$ cat src/rtl/kgp_pkg.sv
// Shared KGP-RISC encodings: opcodes, R-type functs, ALU operation codes,
// control FSM states and decoded instruction classes.
package kgp_pkg;

  localparam logic [5:0] OP_RTYPE = 6'b000000;
  localparam logic [5:0] OP_ADDI  = 6'b000001;
  localparam logic [5:0] OP_LW    = 6'b000010;
  localparam logic [5:0] OP_SW    = 6'b000011;
  localparam logic [5:0] OP_BR    = 6'b000100;
  localparam logic [5:0] OP_BZ    = 6'b000101;
  localparam logic [5:0] OP_BNZ   = 6'b000110;
  localparam logic [5:0] OP_BLTZ  = 6'b000111;
  localparam logic [5:0] OP_BCY   = 6'b001000;
  localparam logic [5:0] OP_HALT  = 6'b111111;

  localparam logic [5:0] FN_ADD  = 6'd0;
  localparam logic [5:0] FN_COMP = 6'd1;
  localparam logic [5:0] FN_AND  = 6'd2;
  localparam logic [5:0] FN_XOR  = 6'd3;
  localparam logic [5:0] FN_SLL  = 6'd4;
  localparam logic [5:0] FN_SRL  = 6'd5;
  localparam logic [5:0] FN_SRA  = 6'd6;

  localparam logic [5:0] ALU_ADD    = 6'b000000;
  localparam logic [5:0] ALU_COMP   = 6'b000001;
  localparam logic [5:0] ALU_AND    = 6'b000010;
  localparam logic [5:0] ALU_XOR    = 6'b000011;
  localparam logic [5:0] ALU_SLL    = 6'b000100;
  localparam logic [5:0] ALU_SRL    = 6'b000101;
  localparam logic [5:0] ALU_SRA    = 6'b000110;
  localparam logic [5:0] ALU_CHKZ   = 6'b000111;
  localparam logic [5:0] ALU_CHKLTZ = 6'b001000;
  localparam logic [5:0] ALU_IDLE   = 6'b111111;

  typedef enum logic [2:0] {
    ST_FETCH,
    ST_DECODE,
    ST_EXEC,
    ST_MEM,
    ST_WB,
    ST_HALT,
    ST_ERR
  } kgp_state_e;

  typedef enum logic [3:0] {
    CLS_R,
    CLS_ADDI,
    CLS_LW,
    CLS_SW,
    CLS_BR,
    CLS_BZ,
    CLS_BNZ,
    CLS_BLTZ,
    CLS_BCY,
    CLS_HALT,
    CLS_ILL
  } kgp_cls_e;

  function automatic logic cls_is_branch(input kgp_cls_e c);
    return (c == CLS_BR) || (c == CLS_BZ) || (c == CLS_BNZ) ||
           (c == CLS_BLTZ) || (c == CLS_BCY);
  endfunction

endpackage

$ cat src/rtl/kgp_ctrl_decode.sv
// Combinational instruction decoder: maps the latched instruction word to an
// instruction class, the ALU operation used in EXEC, and an illegal flag.
module kgp_ctrl_decode
  import kgp_pkg::*;
(
  input  logic [31:0] i_ir,
  output kgp_cls_e    o_cls,
  output logic [5:0]  o_alu_op,
  output logic        o_illegal
);

  logic [5:0] w_op;
  logic [5:0] w_funct;
  logic       w_unused_ir;

  assign w_op        = i_ir[31:26];
  assign w_funct     = i_ir[5:0];
  assign w_unused_ir = ^i_ir[25:6];

  always_comb begin
    o_cls    = CLS_ILL;
    o_alu_op = ALU_IDLE;
    case (w_op)
      OP_RTYPE: begin
        if (w_funct <= FN_SRA) begin
          o_cls    = CLS_R;
          o_alu_op = w_funct;
        end
      end
      OP_ADDI: begin
        o_cls    = CLS_ADDI;
        o_alu_op = ALU_ADD;
      end
      OP_LW: begin
        o_cls    = CLS_LW;
        o_alu_op = ALU_ADD;
      end
      OP_SW: begin
        o_cls    = CLS_SW;
        o_alu_op = ALU_ADD;
      end
      OP_BR:   o_cls = CLS_BR;
      OP_BZ: begin
        o_cls    = CLS_BZ;
        o_alu_op = ALU_CHKZ;
      end
      OP_BNZ: begin
        o_cls    = CLS_BNZ;
        o_alu_op = ALU_CHKZ;
      end
      OP_BLTZ: begin
        o_cls    = CLS_BLTZ;
        o_alu_op = ALU_CHKLTZ;
      end
      OP_BCY:  o_cls = CLS_BCY;
      OP_HALT: o_cls = CLS_HALT;
      default: o_cls = CLS_ILL;
    endcase
  end

  assign o_illegal = (o_cls == CLS_ILL);

endmodule

$ cat src/rtl/kgp_ctrl_fsm.sv
// Multi-cycle KGP-RISC control unit (FETCH/DECODE/EXEC/MEM/WB, HALT/ERR terminal).
// Define KGP_PERF_CNT_EN to add the cycle_cnt / retired_cnt performance counters.
module kgp_ctrl_fsm
  import kgp_pkg::*;
#(
  parameter int MEM_TIMEOUT = 16
`ifdef KGP_PERF_CNT_EN
  , parameter int CNT_W = 32
`endif
) (
  input  logic        clk,
  input  logic        rst_n,
  input  logic [31:0] instr,
  input  logic        instr_valid,
  input  logic        mem_ready,
  input  logic        alu_zero,
  input  logic        alu_lt,
  input  logic        alu_carry,
  output logic [5:0]  alu_op,
  output logic        alu_src_imm,
  output logic        reg_wr_en,
  output logic        wb_sel_mem,
  output logic        mem_rd_en,
  output logic        mem_wr_en,
  output logic        pc_wr_en,
  output logic        pc_sel_branch,
  output logic        halted,
`ifdef KGP_PERF_CNT_EN
  output logic        err,
  output logic [CNT_W-1:0] cycle_cnt,
  output logic [CNT_W-1:0] retired_cnt
`else
  output logic        err
`endif
);

  localparam int TMO_W = $clog2(MEM_TIMEOUT + 1);
  localparam logic [TMO_W-1:0] TMO_LAST = TMO_W'(MEM_TIMEOUT - 1);

  kgp_state_e       r_state;
  logic [31:0]      r_ir;
  logic             r_carry_q;
  logic [TMO_W-1:0] r_tmo;

  kgp_cls_e   w_cls;
  logic [5:0] w_dec_alu_op;
  logic       w_illegal;
  logic       w_taken;
  logic       w_is_branch;

  logic [5:0] w_alu_op;
  logic       w_alu_src_imm;
  logic       w_reg_wr_en;
  logic       w_wb_sel_mem;
  logic       w_mem_rd_en;
  logic       w_mem_wr_en;
  logic       w_pc_wr_en;
  logic       w_pc_sel_branch;
  logic       w_halted;
  logic       w_err;

  kgp_ctrl_decode u_decode (
    .i_ir      (r_ir),
    .o_cls     (w_cls),
    .o_alu_op  (w_dec_alu_op),
    .o_illegal (w_illegal)
  );

  assign w_is_branch = cls_is_branch(w_cls);

  // Flags come straight from the ALU in the EXEC cycle; BCY uses the saved carry.
  always_comb begin
    w_taken = 1'b0;
    case (w_cls)
      CLS_BR:   w_taken = 1'b1;
      CLS_BZ:   w_taken = alu_zero;
      CLS_BNZ:  w_taken = !alu_zero;
      CLS_BLTZ: w_taken = alu_lt;
      CLS_BCY:  w_taken = r_carry_q;
      default:  w_taken = 1'b0;
    endcase
  end

  always_ff @(posedge clk or negedge rst_n) begin
    if (!rst_n) begin
      r_state   <= ST_FETCH;
      r_ir      <= '0;
      r_carry_q <= 1'b0;
      r_tmo     <= '0;
    end else begin
      case (r_state)
        ST_FETCH: begin
          if (instr_valid) begin
            r_ir    <= instr;
            r_state <= ST_DECODE;
          end
        end
        ST_DECODE: begin
          if (w_illegal)              r_state <= ST_ERR;
          else if (w_cls == CLS_HALT) r_state <= ST_HALT;
          else                        r_state <= ST_EXEC;
        end
        ST_EXEC: begin
          case (w_cls)
            CLS_R, CLS_ADDI: begin
              r_state <= ST_WB;
              if (w_dec_alu_op == ALU_ADD || w_dec_alu_op == ALU_COMP)
                r_carry_q <= alu_carry;
            end
            CLS_LW, CLS_SW: begin
              r_state <= ST_MEM;
              r_tmo   <= '0;
            end
            default: r_state <= ST_FETCH;
          endcase
        end
        ST_MEM: begin
          if (mem_ready)              r_state <= (w_cls == CLS_LW) ? ST_WB : ST_FETCH;
          else if (r_tmo == TMO_LAST) r_state <= ST_ERR;
          else                        r_tmo   <= r_tmo + 1'b1;
        end
        ST_WB:   r_state <= ST_FETCH;
        ST_HALT: r_state <= ST_HALT;
        ST_ERR:  r_state <= ST_ERR;
        default: r_state <= ST_ERR;
      endcase
    end
  end

  // Outputs follow state + ir; only the branch select and the SW retire pulse
  // also look at same-cycle ALU flags / mem_ready.
  always_comb begin
    w_alu_op        = ALU_IDLE;
    w_alu_src_imm   = 1'b0;
    w_reg_wr_en     = 1'b0;
    w_wb_sel_mem    = 1'b0;
    w_mem_rd_en     = 1'b0;
    w_mem_wr_en     = 1'b0;
    w_pc_wr_en      = 1'b0;
    w_pc_sel_branch = 1'b0;
    w_halted        = 1'b0;
    w_err           = 1'b0;
    case (r_state)
      ST_EXEC: begin
        w_alu_op      = w_dec_alu_op;
        w_alu_src_imm = (w_cls == CLS_ADDI) || (w_cls == CLS_LW) || (w_cls == CLS_SW);
        if (w_is_branch) begin
          w_pc_wr_en      = 1'b1;
          w_pc_sel_branch = w_taken;
        end
      end
      ST_MEM: begin
        w_mem_rd_en = (w_cls == CLS_LW);
        w_mem_wr_en = (w_cls == CLS_SW);
        w_pc_wr_en  = (w_cls == CLS_SW) && mem_ready;
      end
      ST_WB: begin
        w_reg_wr_en  = 1'b1;
        w_wb_sel_mem = (w_cls == CLS_LW);
        w_pc_wr_en   = 1'b1;
      end
      ST_HALT: w_halted = 1'b1;
      ST_ERR:  w_err    = 1'b1;
      default: ;
    endcase
  end

  assign alu_op        = w_alu_op;
  assign alu_src_imm   = w_alu_src_imm;
  assign reg_wr_en     = w_reg_wr_en;
  assign wb_sel_mem    = w_wb_sel_mem;
  assign mem_rd_en     = w_mem_rd_en;
  assign mem_wr_en     = w_mem_wr_en;
  assign pc_wr_en      = w_pc_wr_en;
  assign pc_sel_branch = w_pc_sel_branch;
  assign halted        = w_halted;
  assign err           = w_err;

`ifdef KGP_PERF_CNT_EN
  logic [CNT_W-1:0] r_cycle_cnt;
  logic [CNT_W-1:0] r_retired_cnt;

  always_ff @(posedge clk or negedge rst_n) begin
    if (!rst_n) begin
      r_cycle_cnt   <= '0;
      r_retired_cnt <= '0;
    end else begin
      if (r_state != ST_HALT && r_state != ST_ERR)
        r_cycle_cnt <= r_cycle_cnt + 1'b1;
      if (w_pc_wr_en)
        r_retired_cnt <= r_retired_cnt + 1'b1;
    end
  end

  assign cycle_cnt   = r_cycle_cnt;
  assign retired_cnt = r_retired_cnt;
`endif

endmodule

$ cat config.mk
export PLATFORM = sky130hd
export DESIGN_NAME = kgp_ctrl_fsm
export DESIGN_NICKNAME = d
export VERILOG_FILES = /design/src/rtl/kgp_pkg.sv /design/src/rtl/kgp_ctrl_decode.sv /design/src/rtl/kgp_ctrl_fsm.sv
export SDC_FILE = /design/constraint.sdc
export NUM_CORES = 1
export LEC_CHECK = 0
export ABC_AREA = 1
export CAP_MARGIN = 20
export CORE_MARGIN = 3
export CORE_UTILIZATION = 45
export CTS_BUF_LIST = sky130_fd_sc_hd__clkbuf_8
export DETAILED_ROUTE_END_ITERATION = 10
export GPL_TIMING_DRIVEN = 0
export HOLD_SLACK_MARGIN = 0.12
export PLACE_DENSITY = 0.78
export SLEW_MARGIN = 10
export SYNTH_ARGS = -nofsm -noshare
export SYNTH_HDL_FRONTEND = slang
export SYNTH_SLANG_ARGS = --single-unit
$ cat constraint.sdc
create_clock -name clk -period 1.8 [get_ports clk]
set_input_delay 0.27 -clock clk [delete_from_list [all_inputs] [get_ports clk]]
set_output_delay 0.27 -clock clk [all_outputs]
set_load 0.1 [all_outputs]
==> results of run 1 <==
[worst max-delay path, stage by stage, from the launching register on]
cell and delay, ns:
dfrtp_2 0.46, nor2_4 0.16, inv_2 0.07, nor2_4 0.19
nand2_4 0.10, o21ai_4 0.08, o21ai_2 0.10, nor3_4 0.16
nand2_2 0.09, nand3_4 0.07, buf_12 0.17
[routing by layer]
layer,track usage (%),vias to the layer above
met4,9.39,0
met3,5.37,27
met1,28.6,816
li1,-,752
met5,0,-
met2,38.7,79
[where the power goes]
part / internal, W / switching [W] / total, W
sequential: 0.000471 / 0 / 0.000471
combinational: 0.0000347 / 0.0000181 / 0.0000528
clock: 0.000152 / 0.000160 / 0.000313
[layout make-up]
cell class / instances / area [um2] / share of cell area (%)
clock inverter: 1 / 3.75 / 0.157
multi-input combinational: 137 / 960 / 40.2
buffer: 1 / 5.00 / 0.210
clock buffer: 3 / 41.3 / 1.73
tap: 42 / 52.6 / 2.20
sequential: 21 / 534 / 22.4
timing repair buffer: 65 / 688 / 28.8
inverter: 27 / 104 / 4.35
[cell usage after synthesis, drive strengths merged]
| cell | number |
|---|---|
| nor3 | 6 |
| o21ai | 13 |
| o211ai | 1 |
| nand3 | 21 |
| and3 | 1 |
| mux2 | 6 |
| nor2 | 32 |
| inv | 27 |
| nand2 | 35 |
| a21oi | 8 |
| or2 | 2 |
| xor2 | 2 |
| ha | 2 |
| nand4 | 6 |
| o2111ai | 1 |
| buf | 1 |
| dfrtp | 21 |
[cell families (layout without fill, tap and decap cells)]
kind of cell	Yosys count	in the layout	share of synthesized area, %
compound gates	23	23	9.71
xor+xnor	2	2	1.25
fa+ha+maj	2	2	1.78
buf+inv	28	97	7.57
flops	21	21	37.4
mux	6	6	4.81
simple gates	103	104	37.5
[repair_timing]
action / CTS / global route
resized for setup: 140 / 24
pin swaps: 11 / 12
setup buffers: 14 / 18
endpoints found under the setup margin: 18 / 22
cloned: 1 / 0
[worst paths after layout]
kind / startpoint / end / cells after the start
setup / recovery: r_ir[26]$_DFFE_PN0P_ / pc_wr_en / 10
hold / removal: r_tmo[4]$_DFFE_PN0P_ / r_tmo[4]$_DFFE_PN0P_ / 2
setup reg to reg: r_tmo[0]$_DFFE_PN0P_ / r_tmo[3]$_DFFE_PN0P_ / 9
hold reg to reg: r_tmo[4]$_DFFE_PN0P_ / r_tmo[4]$_DFFE_PN0P_ / 2
max in group asynchronous: rst_n / r_ir[30]$_DFFE_PN0P_ / 1
min in group asynchronous: rst_n / r_ir[29]$_DFFE_PN0P_ / 1
[metrics by stage]
step	cells	total power (W)	setup slack, ns
2_1_floorplan	185	0.000483	-0.808
3_3_place_gp	260	0.000532	-1.13
3_5_place_dp	260	0.000533	-1.20
4_1_cts	279	0.000839	-0.349
5_1_grt	297	0.000872	-0.481
6_report	297	0.000837	-0.388
[registers in the layout (all words and copies together) (netlist names)]
name and flops:
r_tmo 5, r_carry_q 1, r_state 3, r_ir 12
==> results.sh, run 1 <==
export IMPL_finalClockSkew_ns=0.00309
export IMPL_finalSetupViolCount=15
export IMPL_whs_ns=0.517
export IMPL_die_x_um=61.9
export IMPL_setup_tns_ns=-2.71
export IMPL_grt_start_max_net_pins=22
export IMPL_row_count=19
export IMPL_nFillCells=145
export IMPL_ctsHoldBuffers=0
export IMPL_postRouteAntennaNets=0
export IMPL_synthCells=185
export IMPL_yosysTopAreaCellShare_pct=37.4
export IMPL_synth_area_leaders="dfrtp_1 37%, nand2_1 7.7%, nand3_1 7.1%"
export IMPL_vias_per_cell=5.64
export IMPL_grt_pass1_wl_mm=6.58
export IMPL_dr_wl_met3_um=277
export IMPL_clk_pin_slew_ns=0.08
export IMPL_maxUsedRoutingLayer="met4"
export IMPL_core_mm2=0.00288
export IMPL_layout_nets=297
export IMPL_antenna_cells=0
export IMPL_antenna_found_initial=0
export IMPL_outcome="finished, violations left"
export IMPL_vias=1674
export IMPL_die_height_um=61.9
export IMPL_root_buffer="clkbuf_8"
export IMPL_drive_gt1_share_pct=45.1
export IMPL_yosysWarnings=0
export IMPL_period_share_pct=122
export IMPL_cts_num_sinks=21
export IMPL_reg2reg_slack_ns=-0.14
export IMPL_drt_initial_drc_count=64
export IMPL_hold_path_class="reg2reg"
export IMPL_drc=0
export IMPL_io_pin_count=54
export IMPL_cts_tree="built"
export IMPL_die_area_mm2=0.00383
export IMPL_cts_max_level=1
export IMPL_synth_top_cell_by_area="dfrtp_1"
export IMPL_worst_skew_pair_late_latency_ns=0.26
export IMPL_design_area_mm2=0.00239
export IMPL_drv_slew=0
export IMPL_syn_area_mm2=0.00141
export IMPL_utilization_pct=83.0
export IMPL_slew_headroom_pct=33.0
export IMPL_rsz0062_at_grt="yes"
export IMPL_synth_seq_cells=21
export IMPL_clk_path_buf_depth=2
export IMPL_numCtsBuffers=3
export IMPL_layout_common_cells="32 x buf_4, 25 x nand2_1, 21 x inv_1, 18 x clkdlybuf4s50_1, 17 x nor2_1"
export IMPL_synth_seq_area_share_pct=37.4
export IMPL_worst_setup_path_end_kind="output port"
export IMPL_path_class="reg2out"
export IMPL_met2_length_mm=2.53
export IMPL_cp_max_fo=6
export IMPL_clock_fmax_mhz=457
export IMPL_start_util_pct=48.8
export IMPL_period_minus_slack_ns=2.19
export IMPL_p_leak_nw=1.14
export IMPL_place_hpwl_mm=2.67
export IMPL_place_area_mm2=0.00187
export IMPL_violations="negative setup slack"
export IMPL_wirelength_met1_mm=1.95
export IMPL_crit_path_start_kind="flop"
export IMPL_dr_pass1_iters=4
export IMPL_finalHoldViolCount=0
export IMPL_worst_slew_pin_slew_ns=1.00
export IMPL_cp_arrival_ns=1.92
export IMPL_area_growth_pct=70.0
export IMPL_gr_usage_all_layers_pct=23.1
export IMPL_layout_commonest_cell="buf_4"
export IMPL_finalWirelength_mm=4.94
export IMPL_syn_nets=226
export IMPL_setup_ws_ns=-0.388
export IMPL_wire_per_inst_um=16.6
export IMPL_grt_overflow=0
export IMPL_p_per_area_mw_per_mm2=350
export IMPL_ys_types=28
export IMPL_cap_violations=0
export IMPL_place_gp_congestion=0.849
export IMPL_port_buffers=33
export IMPL_grt_pass1_vias=1482
export IMPL_critPathRequiredTime_ns=1.53
export IMPL_ir_worst_vdd_mv=0.395
export IMPL_syn_area_per_cell_um2=7.60
No activity file was read; power rests on OpenSTA's default activity.
==> inputs of run 2 (changes only) <==
- HOLD_SLACK_MARGIN: 0.12 -> unset
==> results of run 2 <==
Final layout, timing and power as in run 1 (identical DEF).
==> inputs of run 3 (changes only) <==
- SETUP_SLACK_MARGIN: unset -> 0.05
==> results.sh, run 3 (synthesis gave the netlist of run 1 again) <==
export IMPL_port_buffers=33
export IMPL_finalWirelength_mm=4.04
export IMPL_grt_pass1_wl_mm=6.04
export IMPL_rsz0062_at_grt="yes"
export IMPL_place_gp_congestion=0.908
export IMPL_path_class="reg2out"
export IMPL_cts_max_level=1
export IMPL_die_x_um=61.9
export IMPL_top_register="r_ir"
export IMPL_setup_tns_ns=-1.83
export IMPL_setup_ws_ns=-0.353
export IMPL_slew_headroom_pct=35.1
export IMPL_start_util_pct=48.8
export IMPL_layout_commonest_cell="nand2_1"
export IMPL_core_mm2=0.00288
export IMPL_clock_fmax_mhz=464
export IMPL_finalSetupViolCount=13
export IMPL_layout_nets=282
export IMPL_hold_path_class="reg2reg"
export IMPL_worst_skew_pair_late_latency_ns=0.27
export IMPL_total_power_w=0.000844
export IMPL_drc=0
export IMPL_drive_gt1_share_pct=40.0
export IMPL_finalHoldViolCount=0
export IMPL_min_path_cells=2
export IMPL_postRouteAntennaNets=0
export IMPL_io_pin_count=54
export IMPL_die_area_mm2=0.00383
export IMPL_reg_top3="r_ir (12), r_tmo (5), r_state (3)"
export IMPL_largest_reg_flops=12
export IMPL_place_hpwl_mm=2.54
export IMPL_dr_pass1_iters=4
export IMPL_worst_setup_path_end_kind="output port"
export IMPL_p_sw_w=0.000185
export IMPL_violations="negative setup slack"
export IMPL_p_per_area_mw_per_mm2=368
export IMPL_p_comb_share_pct=6.2
export IMPL_row_count=19
export IMPL_cp_arrival_ns=1.88
export IMPL_dp_cells=260
export IMPL_die_height_um=61.9
export IMPL_drv_slew=0
export IMPL_stdcell_count=282
export IMPL_internal_power_w=0.000658
export IMPL_numCtsBuffers=3
export IMPL_wire_per_inst_um=14.3
export IMPL_area_growth_pct=63.2
export IMPL_antenna_cells=0
export IMPL_grt_pass1_vias=1347
export IMPL_period_share_pct=120
export IMPL_antenna_found_initial=0
export IMPL_layout_common_cells="25 x nand2_1, 21 x inv_1, 19 x nor2_1, 18 x clkdlybuf4s50_1"
export IMPL_cts_tree="built"
export IMPL_crit_path_start_kind="flop"
export IMPL_p_leak_nw=1.06
export IMPL_grt_overflow=0
export IMPL_dp_slack_ns=-1.15
export IMPL_root_buffer="clkbuf_8"
export IMPL_clk_path_buf_depth=2
export IMPL_worst_slew_pin_slew_ns=0.970
export IMPL_sw_frac_of_total_pct=22.0
export IMPL_reg2reg_slack_ns=-0.08
export IMPL_critPathRequiredTime_ns=1.53
export IMPL_r2r_worst_path_cells=9
export IMPL_ctsHoldBuffers=0
export IMPL_grt_start_max_net_pins=22
export IMPL_drt_initial_drc_count=85
export IMPL_outcome="finished, violations left"
export IMPL_ir_worst_vdd_mv=0.249
export IMPL_clkPwrFrac_pct=38.0
export IMPL_finalClockSkew_ns=0.0104
export IMPL_seqPwrFrac_pct=55.9
export IMPL_clk_pin_slew_ns=0.09
export IMPL_cp_max_fo=4
export IMPL_vias_per_cell=5.17
export IMPL_vias=1457
export IMPL_cts_num_sinks=21
export IMPL_gr_usage_all_layers_pct=21.4
export IMPL_whs_ns=0.495
export IMPL_cap_violations=0
export IMPL_period_minus_slack_ns=2.15
[run 3: changes by cell type in the layout (fill, tap and decap cells not counted), sizes merged]
cell	change
buf	-14
nor2	-1
[run 3: metal layers]
layer	global-route usage, %	vias to the layer above	wire, um
met5	0	-	0
met4	7.58	0	48
met3	3.10	6	216
met2	35.1	58	2020
met1	28.9	673	1750
li1	-	720	-
[run 3: metrics by stage]
stage / util (%) / cell area, um2
after floorplan: - / 1490
after global placement: 64.9 / 1870
after detailed placement: 64.9 / 1870
after CTS: 75.9 / 2180
after global routing: 79.7 / 2290
final: 79.7 / 2290
[run 3: area by class of cell]
type / instances / area [um2]
clock buffer: 3 / 41.3
clock inverter: 1 / 3.75
tap: 42 / 52.6
buffer: 1 / 5.00
inverter: 27 / 104
timing repair buffer: 51 / 598
sequential: 21 / 532
multi-input combinational: 136 / 957
fill: 169 / 583
[run 3: worst max-delay path, cell delays in order (launching register included)]
cell and delay, ns:
dfrtp_2 0.45, nor2_8 0.16, buf_12 0.13, nand2_8 0.06, nor3_2 0.23, o21ai_4 0.11
nor3_4 0.14, nand2_2 0.09, nand3_4 0.07, buf_12 0.17
[run 3: repair_timing]
action / 4_1_cts / 5_1_grt
buffers inserted: 12 / 6
gates resized for setup: 137 / 23
endpoints found under the setup margin: 18 / 22
pin swaps: 14 / 5
[run 3: final timing paths]
kind | startpoint | to
worst max-delay path | r_ir[31]$_DFFE_PN0P_ | pc_wr_en
worst min-delay path | r_tmo[4]$_DFFE_PN0P_ | r_tmo[4]$_DFFE_PN0P_
worst max register to register | r_tmo[0]$_DFFE_PN0P_ | r_tmo[3]$_DFFE_PN0P_
worst min register to register | r_tmo[4]$_DFFE_PN0P_ | r_tmo[4]$_DFFE_PN0P_
max in group asynchronous | rst_n | r_state[0]$_DFFE_PN0P_
min in group asynchronous | rst_n | r_ir[27]$_DFFE_PN0P_
[run 3: power groups by stage]
stage          clock network [W]   logic [W]  registers, W
6_report                0.000320   0.0000521      0.000471
5_1_grt                 0.000330   0.0000562      0.000471
3_5_place_dp                   0   0.0000520      0.000481
3_3_place_gp                   0   0.0000513      0.000481
4_1_cts                 0.000311   0.0000524      0.000471
2_1_floorplan                  0  0.00000221      0.000481
